File: src/rtl/hs_cdc_arb_pkg.sv
// Shared types and helpers for the handshake-CDC channel arbiter.
package hs_cdc_arb_pkg;

  typedef enum logic {ARB_IDLE, ARB_GRANT} arb_state_e;

  localparam int unsigned MAX_BURST_W = 8;

  function automatic int unsigned wrap_inc(int unsigned idx, int unsigned n);
    return (idx + 1 >= n) ? 0 : idx + 1;
  endfunction

endpackage

File: src/rtl/hs_cdc_arb_rr_picker.sv
// Combinational rotating-priority picker: first set bit of req scanning upward from rr_ptr.
module hs_cdc_arb_rr_picker
  import hs_cdc_arb_pkg::*;
#(
  parameter int unsigned NUM_REQ = 4,
  localparam int unsigned ID_W = $clog2(NUM_REQ)
) (
  input  logic [NUM_REQ-1:0] req,
  input  logic [ID_W-1:0]    rr_ptr,
  output logic               hit,
  output logic [ID_W-1:0]    idx
);

  int unsigned     pos;
  logic [ID_W-1:0] cand;

  always_comb begin
    hit  = 1'b0;
    idx  = '0;
    pos  = 0;
    cand = '0;
    for (int unsigned i = 0; i < NUM_REQ; i++) begin
      pos = 32'(rr_ptr) + i;
      if (pos >= NUM_REQ) pos = pos - NUM_REQ;
      cand = ID_W'(pos);
      if (!hit && req[cand]) begin
        hit = 1'b1;
        idx = cand;
      end
    end
  end

endmodule

File: src/rtl/hs_cdc_channel_arbiter.sv
// Round-robin burst arbiter sharing one 2-phase handshake CDC channel between NUM_REQ sources.
// Optional output skid register: define HS_CDC_ARB_OUT_REG_EN.
module hs_cdc_channel_arbiter
  import hs_cdc_arb_pkg::*;
#(
  parameter int unsigned NUM_REQ   = 4,
  parameter type         DATA_TYPE = logic,
  parameter int unsigned MAX_BURST = 1,
  localparam int unsigned ID_W     = $clog2(NUM_REQ)
) (
  input  logic               clk,
  input  logic               rst,
  input  DATA_TYPE           req_data [NUM_REQ],
  input  logic [NUM_REQ-1:0] req_valid,
  output logic [NUM_REQ-1:0] req_ready,
  output DATA_TYPE           out_data,
  output logic [ID_W-1:0]    out_id,
  output logic               out_valid,
  input  logic               out_ready,
  output logic [NUM_REQ-1:0] grant
);

  arb_state_e             state_q, state_d;
  logic [ID_W-1:0]        owner_q, owner_d, rr_ptr_q, rr_ptr_d;
  logic [MAX_BURST_W-1:0] burst_cnt_q, burst_cnt_d;
  logic [ID_W-1:0]        owner_inc, pick_ptr, pick_idx;
  logic                   pick_hit, core_valid, core_ready, core_xfer, rel;
  DATA_TYPE               core_data;

  assign owner_inc  = ID_W'(wrap_inc(32'(owner_q), NUM_REQ));
  // rst gating drops any in-flight transfer without a req_ready pulse
  assign core_valid = (state_q == ARB_GRANT) && req_valid[owner_q] && !rst;
  assign core_data  = req_data[owner_q];
  assign core_xfer  = core_valid && core_ready;
  assign rel        = (state_q == ARB_GRANT) &&
                      ((core_xfer && (burst_cnt_q == MAX_BURST_W'(MAX_BURST - 1))) ||
                       !req_valid[owner_q]);
  // On release the re-pick starts just past the owner, leaving it lowest priority
  assign pick_ptr   = rel ? owner_inc : rr_ptr_q;

  hs_cdc_arb_rr_picker #(
    .NUM_REQ (NUM_REQ)
  ) u_picker (
    .req    (req_valid),
    .rr_ptr (pick_ptr),
    .hit    (pick_hit),
    .idx    (pick_idx)
  );

  always_ff @(posedge clk) begin
    if (rst) begin
      state_q     <= ARB_IDLE;
      owner_q     <= '0;
      rr_ptr_q    <= '0;
      burst_cnt_q <= '0;
    end else begin
      state_q     <= state_d;
      owner_q     <= owner_d;
      rr_ptr_q    <= rr_ptr_d;
      burst_cnt_q <= burst_cnt_d;
    end
  end

  always_comb begin
    state_d     = state_q;
    owner_d     = owner_q;
    rr_ptr_d    = rr_ptr_q;
    burst_cnt_d = burst_cnt_q;
    unique case (state_q)
      ARB_IDLE: begin
        if (pick_hit) begin
          owner_d     = pick_idx;
          burst_cnt_d = '0;
          state_d     = ARB_GRANT;
        end
      end
      ARB_GRANT: begin
        if (core_xfer) burst_cnt_d = burst_cnt_q + 1'b1;
        if (rel) begin
          rr_ptr_d = owner_inc;
          if (pick_hit) begin
            owner_d     = pick_idx;
            burst_cnt_d = '0;
          end else begin
            state_d = ARB_IDLE;
          end
        end
      end
      default: state_d = ARB_IDLE;
    endcase
  end

  always_comb begin
    grant     = '0;
    req_ready = '0;
    for (int unsigned i = 0; i < NUM_REQ; i++) begin
      if ((state_q == ARB_GRANT) && (owner_q == ID_W'(i))) begin
        grant[i]     = 1'b1;
        req_ready[i] = core_xfer;
      end
    end
  end

`ifdef HS_CDC_ARB_OUT_REG_EN
  DATA_TYPE        skid_data_q [2];
  logic [ID_W-1:0] skid_id_q [2];
  logic            skid_wr_q, skid_rd_q, skid_pop;
  logic [1:0]      skid_cnt_q;

  assign core_ready = (skid_cnt_q != 2'd2);
  assign skid_pop   = out_valid && out_ready;

  always_ff @(posedge clk) begin
    if (rst) begin
      skid_data_q[0] <= '0;
      skid_data_q[1] <= '0;
      skid_id_q[0]   <= '0;
      skid_id_q[1]   <= '0;
      skid_wr_q      <= 1'b0;
      skid_rd_q      <= 1'b0;
      skid_cnt_q     <= 2'd0;
    end else begin
      if (core_xfer) begin
        skid_data_q[skid_wr_q] <= core_data;
        skid_id_q[skid_wr_q]   <= owner_q;
        skid_wr_q              <= ~skid_wr_q;
      end
      if (skid_pop) skid_rd_q <= ~skid_rd_q;
      skid_cnt_q <= skid_cnt_q + {1'b0, core_xfer} - {1'b0, skid_pop};
    end
  end

  assign out_valid = (skid_cnt_q != 2'd0);
  assign out_data  = skid_data_q[skid_rd_q];
  assign out_id    = skid_id_q[skid_rd_q];
`else
  assign core_ready = out_ready;
  assign out_valid  = core_valid;
  assign out_data   = core_data;
  assign out_id     = owner_q;
`endif

endmodule

File: config.mk
export PLATFORM = sky130hd
export DESIGN_NAME = hs_cdc_channel_arbiter
export DESIGN_NICKNAME = d
export VERILOG_FILES = /design/src/rtl/hs_cdc_arb_pkg.sv /design/src/rtl/hs_cdc_arb_rr_picker.sv /design/src/rtl/hs_cdc_channel_arbiter.sv
export SDC_FILE = /design/constraint.sdc
export NUM_CORES = 1
export LEC_CHECK = 0
export CORE_MARGIN = 2
export CORE_UTILIZATION = 35
export DETAILED_ROUTE_END_ITERATION = 10
export GPL_ROUTABILITY_DRIVEN = 1
export PLACE_DENSITY_LB_ADDON = 0.15
export SYNTH_ARGS = -nofsm -noshare
export SYNTH_HDL_FRONTEND = slang
export SYNTH_SLANG_ARGS = --single-unit
export TNS_END_PERCENT = 1
File: constraint.sdc
create_clock -name clk -period 2.3 [get_ports clk]
set_clock_uncertainty 0.1 [all_clocks]
set_input_delay 0.46 -clock clk [delete_from_list [all_inputs] [get_ports clk]]
set_output_delay 0.46 -clock clk [all_outputs]
set_load 0.01 [all_outputs]
## Yosys cells after proc, flatten, opt, wreduce, memory -nomap -nowiden

Cells that the tools add are included.

- Add/sub/neg operators: 9
- Magnitude comparators: 11
- Equal/unequal tests: 5
- Muxes and demuxes: 46
- Bitwise logic cells: 2
- Reduce and logical (&&, ||, !) cells: 20

Operator list:

| cell | count |
|---|---|
| $mux W8 | 4 |
| $mux W2 | 12 |
| $mux W1 | 21 |
| $pmux W8 S2 | 1 |
| $ge A3 B3 Y1 const B | 5 |
| $lt A2 B3 Y1 const B | 5 |
| $bmux W1 S2 | 6 |
| $logic_and A1 B1 Y1 | 12 |
| $add A8 B1 Y8 const B | 1 |
| $logic_not A8 Y1 | 1 |
| $sub A2 B1 Y2 const B | 4 |
| $add A2 B1 Y3 const B | 2 |
| $add A2 B2 Y3 const B | 2 |
| $logic_not A1 Y1 | 5 |
| $eq A2 B2 Y1 const B | 2 |
| $pmux W2 S2 | 1 |
| $ge A2 B3 Y1 const B | 1 |
| $not A2 Y3 | 1 |
| $eq A2 B1 Y1 const B | 1 |
| $logic_not A2 Y1 | 1 |
| $ne A2 B1 Y1 const B | 1 |
| $ne A2 B2 Y1 const B | 1 |
| $pmux W1 S2 | 1 |
| $logic_or A1 B1 Y1 | 1 |
| $not A1 Y1 | 1 |

- Register bits after elaboration: 13
- Input bits: 11

## Logic depth before layout (Yosys ltp)

- Depth in word-level cells: 26
- Mapped depth: 8

## Hierarchy

Synthesis repeated with hierarchy kept, for this count alone.

- Cells, all modules: 122
- Area, all modules: 1,038.5 sq um

By module, submodules not included:

| module | instances | cells an instance | area each (sq um) |
|---|---|---|---|
| hs_cdc_channel_arbiter | 1 | 107 | 960.9 |
| hs_cdc_arb_rr_picker | 1 | 15 | 77.6 |

## Worst setup path before layout

No wires, ideal clock.

- Kind: reg2out
- Start point: register owner_q[0] (netlist: out_id[0])
- End point: output port req_ready[0]
- Arrival time: 1.628 ns
- Data required time: 1.740 ns
- Slack: 0.112 ns
- Cell stages (with the launch flop): 5
- Buffers on the path: 1
- Path through: dfxtp_1 -> mux4_2 -> and3_1 -> buf_2 -> and2_1

- Word-level cells in the longest chain between the ends: 6
- Elaborated cells between the ends (all ways): 8

Ends and longest elaborated chain:

| item | RTL line | source |
|---|---|---|
| start, declared | hs_cdc_channel_arbiter.sv:24 | `logic [ID_W-1:0] owner_q, owner_d, rr_ptr_q, rr_ptr_d;` |
| start signal, assigned | hs_cdc_channel_arbiter.sv:58 | `owner_q <= owner_d;` |
| $bmux W1 S2 | hs_cdc_channel_arbiter.sv:32 | `assign core_valid = (state_q == ARB_GRANT) && req_valid[owner_q] && !rst;` |
| $mux W1 (not written as such) | hs_cdc_channel_arbiter.sv:32 |  |
| $logic_and A1 B1 Y1 (2 in series) | hs_cdc_channel_arbiter.sv:32 |  |
| $logic_and A1 B1 Y1 | hs_cdc_channel_arbiter.sv:34 | `assign core_xfer = core_valid && core_ready;` |
| $mux W1 (*) | hs_cdc_channel_arbiter.sv:97 | `if ((state_q == ARB_GRANT) && (owner_q == ID_W'(i))) begin` |
| end, declared | hs_cdc_channel_arbiter.sv:15 | `output logic [NUM_REQ-1:0] req_ready,` |

Every way passes the cells marked *; elsewhere a longest branch is shown, timed or not. The select of a mux whose other input is x is not followed.

## Worst setup path after layout

- Start point: register owner_q[1] (netlist: out_id[1])
- End point: output port grant[1]

- Word-level cells in the longest chain between the ends: 3

Ends and longest elaborated chain:

| item | RTL line | source |
|---|---|---|
| $eq A2 B1 Y1 | hs_cdc_channel_arbiter.sv:97 |  |
| $logic_and A1 B1 Y1 | hs_cdc_channel_arbiter.sv:97 |  |
| $mux W1 | hs_cdc_channel_arbiter.sv:97 |  |
| end, declared | hs_cdc_channel_arbiter.sv:20 | `output logic [NUM_REQ-1:0] grant` |

No other way between the ends.

==> impl_metrics.tcl <==
set metrics [dict create \
    synth_common_cells "dfxtp_1 (13), nor2_1 (10), and2_1 (9), inv_1 (8), nand2_1 (8)" \
    syn_inst 115 \
    async_reset_ff_frac 0 \
    grt_pass1_vias 1002 \
    nFillCells 249 \
    period_needed_ns 2.30 \
    h-tree-depth 1 \
    grt_max_degree 13 \
    ys_seq_elements 13 \
    wl_per_cell_um 13.6 \
    vdd_drop_max_uv 270 \
    grt_pass1_wl_mm 4.48 \
    max_freq_ghz 0.435 \
    cellLeakagePower_nw 0.649 \
    tritoncts "built" \
    synth_top_area_cell "dfxtp_1" \
    synth-compound-area-share 0.246 \
    path_class "reg2out" \
    hold_viol_final 0 \
    clk_latency_ns 0.30 \
    cp.arrival_ns 1.74 \
    cts_root_buf "clkbuf_4" \
    synth_most_common_cell "dfxtp_1" \
    cts.sinks 13 \
    synth_mux_area_frac 0.105 \
    synth_edf_count 0 \
    power.density_nw_per_um2 462 \
    cts_hold_buffers 0 \
    core_um2 2710 \
    avgSynthCellArea_um2 8.50 \
    cap_violations 0 \
    hpwl_mm 2.04 \
    worst_pin_slew_ns 0.333 \
    vias 1091 \
    rsz0062_at_grt "true" \
    synth_top_family_by_area "compound AO/OA/AOI/OAI gates" \
    setup_viol 1 \
    yosys_warnings 0 \
    initial_core_util 0.361 \
    clk_pin_slew_ns 0.10 \
    yosys.area_share.simple 0.245 \
    die_y_um 56.8 \
    final_core_util 0.556 \
    critPathCaptureType "output port" \
    violations "setup timing" \
    viasPerCell 5.43 \
    power_mw 0.696 \
    drc_errors 0 \
    cts_buffers 3 \
    syn_to_final_growth_pct 54.2 \
    place_congestion 0.855 \
    netlist_top_cells_area "dfxtp_1 (27%), ha_1 (9.0%), and2_1 (5.8%)" \
    yosys.area.top_type_share 0.266 \
    antenna_found_initial 0 \
    ys_seq_area_frac 0.266 \
    cp_max_fo 5 \
    rows 19 \
    syn-cell-area_um2 977 \
    maxSlewViolCount 0 \
    die_x_um 56.8 \
    status "finished, violations left" \
    nets 189 \
    drt-initial-drc-count 38 \
    drt_wl_total_mm 2.73 \
    gr-total-overflow 0 \
    slew_headroom 0.776 \
    grt_usage 0.175 \
    port_buffers 22 \
    setup_ws_ns -0.000375 \
    ant_nets 0 \
    cp-start-kind "flop" \
    layout-drive-gt1-share 0.329 \
    io-pin-count 23 \
    ys_types 43 \
    antennaDiodeCount 0 \
    required_ns 1.74 \
    synthXorXnorAreaFrac 0.00896 \
    clockBufferDepth 2 \
    fin_crit_sh 1.00 \
    first_pass_iters 4 \
    die_area_um2 3230 \
    synth_ff_type "dfxtp_1" \
    synth-adder-area-share 0.0896 \
    synth_fp_nets 133 \
    hold_path_class "reg2reg" \
]
worst paths after layout:
kind                               start                     endpoint  slack (ns)  cells past startpoint
max               out_id[1]$_SDFFE_PP0P_                     grant[1]     -0.0004                      5
min          burst_cnt_q[7]$_SDFFE_PP0P_  burst_cnt_q[7]$_SDFFE_PP0P_        0.38                      1
max reg2reg  burst_cnt_q[0]$_SDFFE_PP0P_       out_id[0]$_SDFFE_PP0P_        0.05                      8
min reg2reg  burst_cnt_q[7]$_SDFFE_PP0P_  burst_cnt_q[7]$_SDFFE_PP0P_        0.38                      1
cell families (layout without fill, tap and decap cells):
kind of cell / count (synthesis) / after routing
fa+ha+maj: 7 / 7
buf+inv: 10 / 65
mux: 7 / 7
compound gates: 32 / 32
flops: 13 / 13
simple gates: 45 / 45
xor+xnor: 1 / 1
critical path, cell delays in order (launching register included):
cell	delay [ns]
dfxtp_1	0.41
buf_4	0.17
inv_1	0.06
ha_1	0.16
and2_1	0.16
clkdlybuf4s50_1	0.48
registers in the layout, indices dropped and copies added (netlist names):
register / cells
out_id: 2
burst_cnt_q: 8
rr_ptr_q: 2
state_q: 1
per-layer routing:
layer,share of wire,wire length (µm),vias up,track usage
li1,-,-,534,-
met1,0.47,1270,508,0.225
met2,0.45,1220,45,0.282
met3,0.069,189,4,0.0346
met4,0.016,44,0,0.0764
met5,0,0,-,0
stage by stage:
step	worst slack (ns)	instances	hold slack (ns)	setup TNS, ns	area, µm²
floorplan	0.112	115	0.330	0	977
detailed placement	-0.521	192	0.360	-5.28	1420
global placement	-0.465	192	0.343	-4.62	1420
CTS	0.00813	199	0.375	0	1450
finish	-0.000375	201	0.380	-0.000375	1510
global route	-0.0749	201	0.388	-0.254	1510
cell type report:
type                       instances  area, µm²  area share
sequential                        13        262       0.174
timing repair buffer              53        438       0.291
tap                               31       38.8      0.0257
inverter                           8       30.0      0.0199
clock buffer                       4       26.3      0.0174
multi-input combinational         92        712       0.473
power breakdown:
part	switching, mW	leakage [nW]	internal (mW)
registers	0.00920	0.106	0.235
logic	0.134	0.528	0.155
clock network	0.0942	0.0150	0.0676
cell usage in the layout (no fill, tap or decap), types with 3 or more instances in the layout:
master	instances
buf_2	4
nand3_1	4
ha_1	7
a21oi_1	7
and2_1	8
buf_4	28
dfxtp_1	12
dlygate4sd2_1	6
clkdlybuf4s50_1	10
nand2_1	8
o21ai_1	7
inv_1	8
nor2_1	10
clkbuf_4	3
buf_6	4
repair_timing:
item	in CTS	in global routing
setup endpoints to repair	12	11
gates resized for setup	29	11
setup buffers	3	2
pin swaps	2	5
Power figures use the tool's default switching activity.
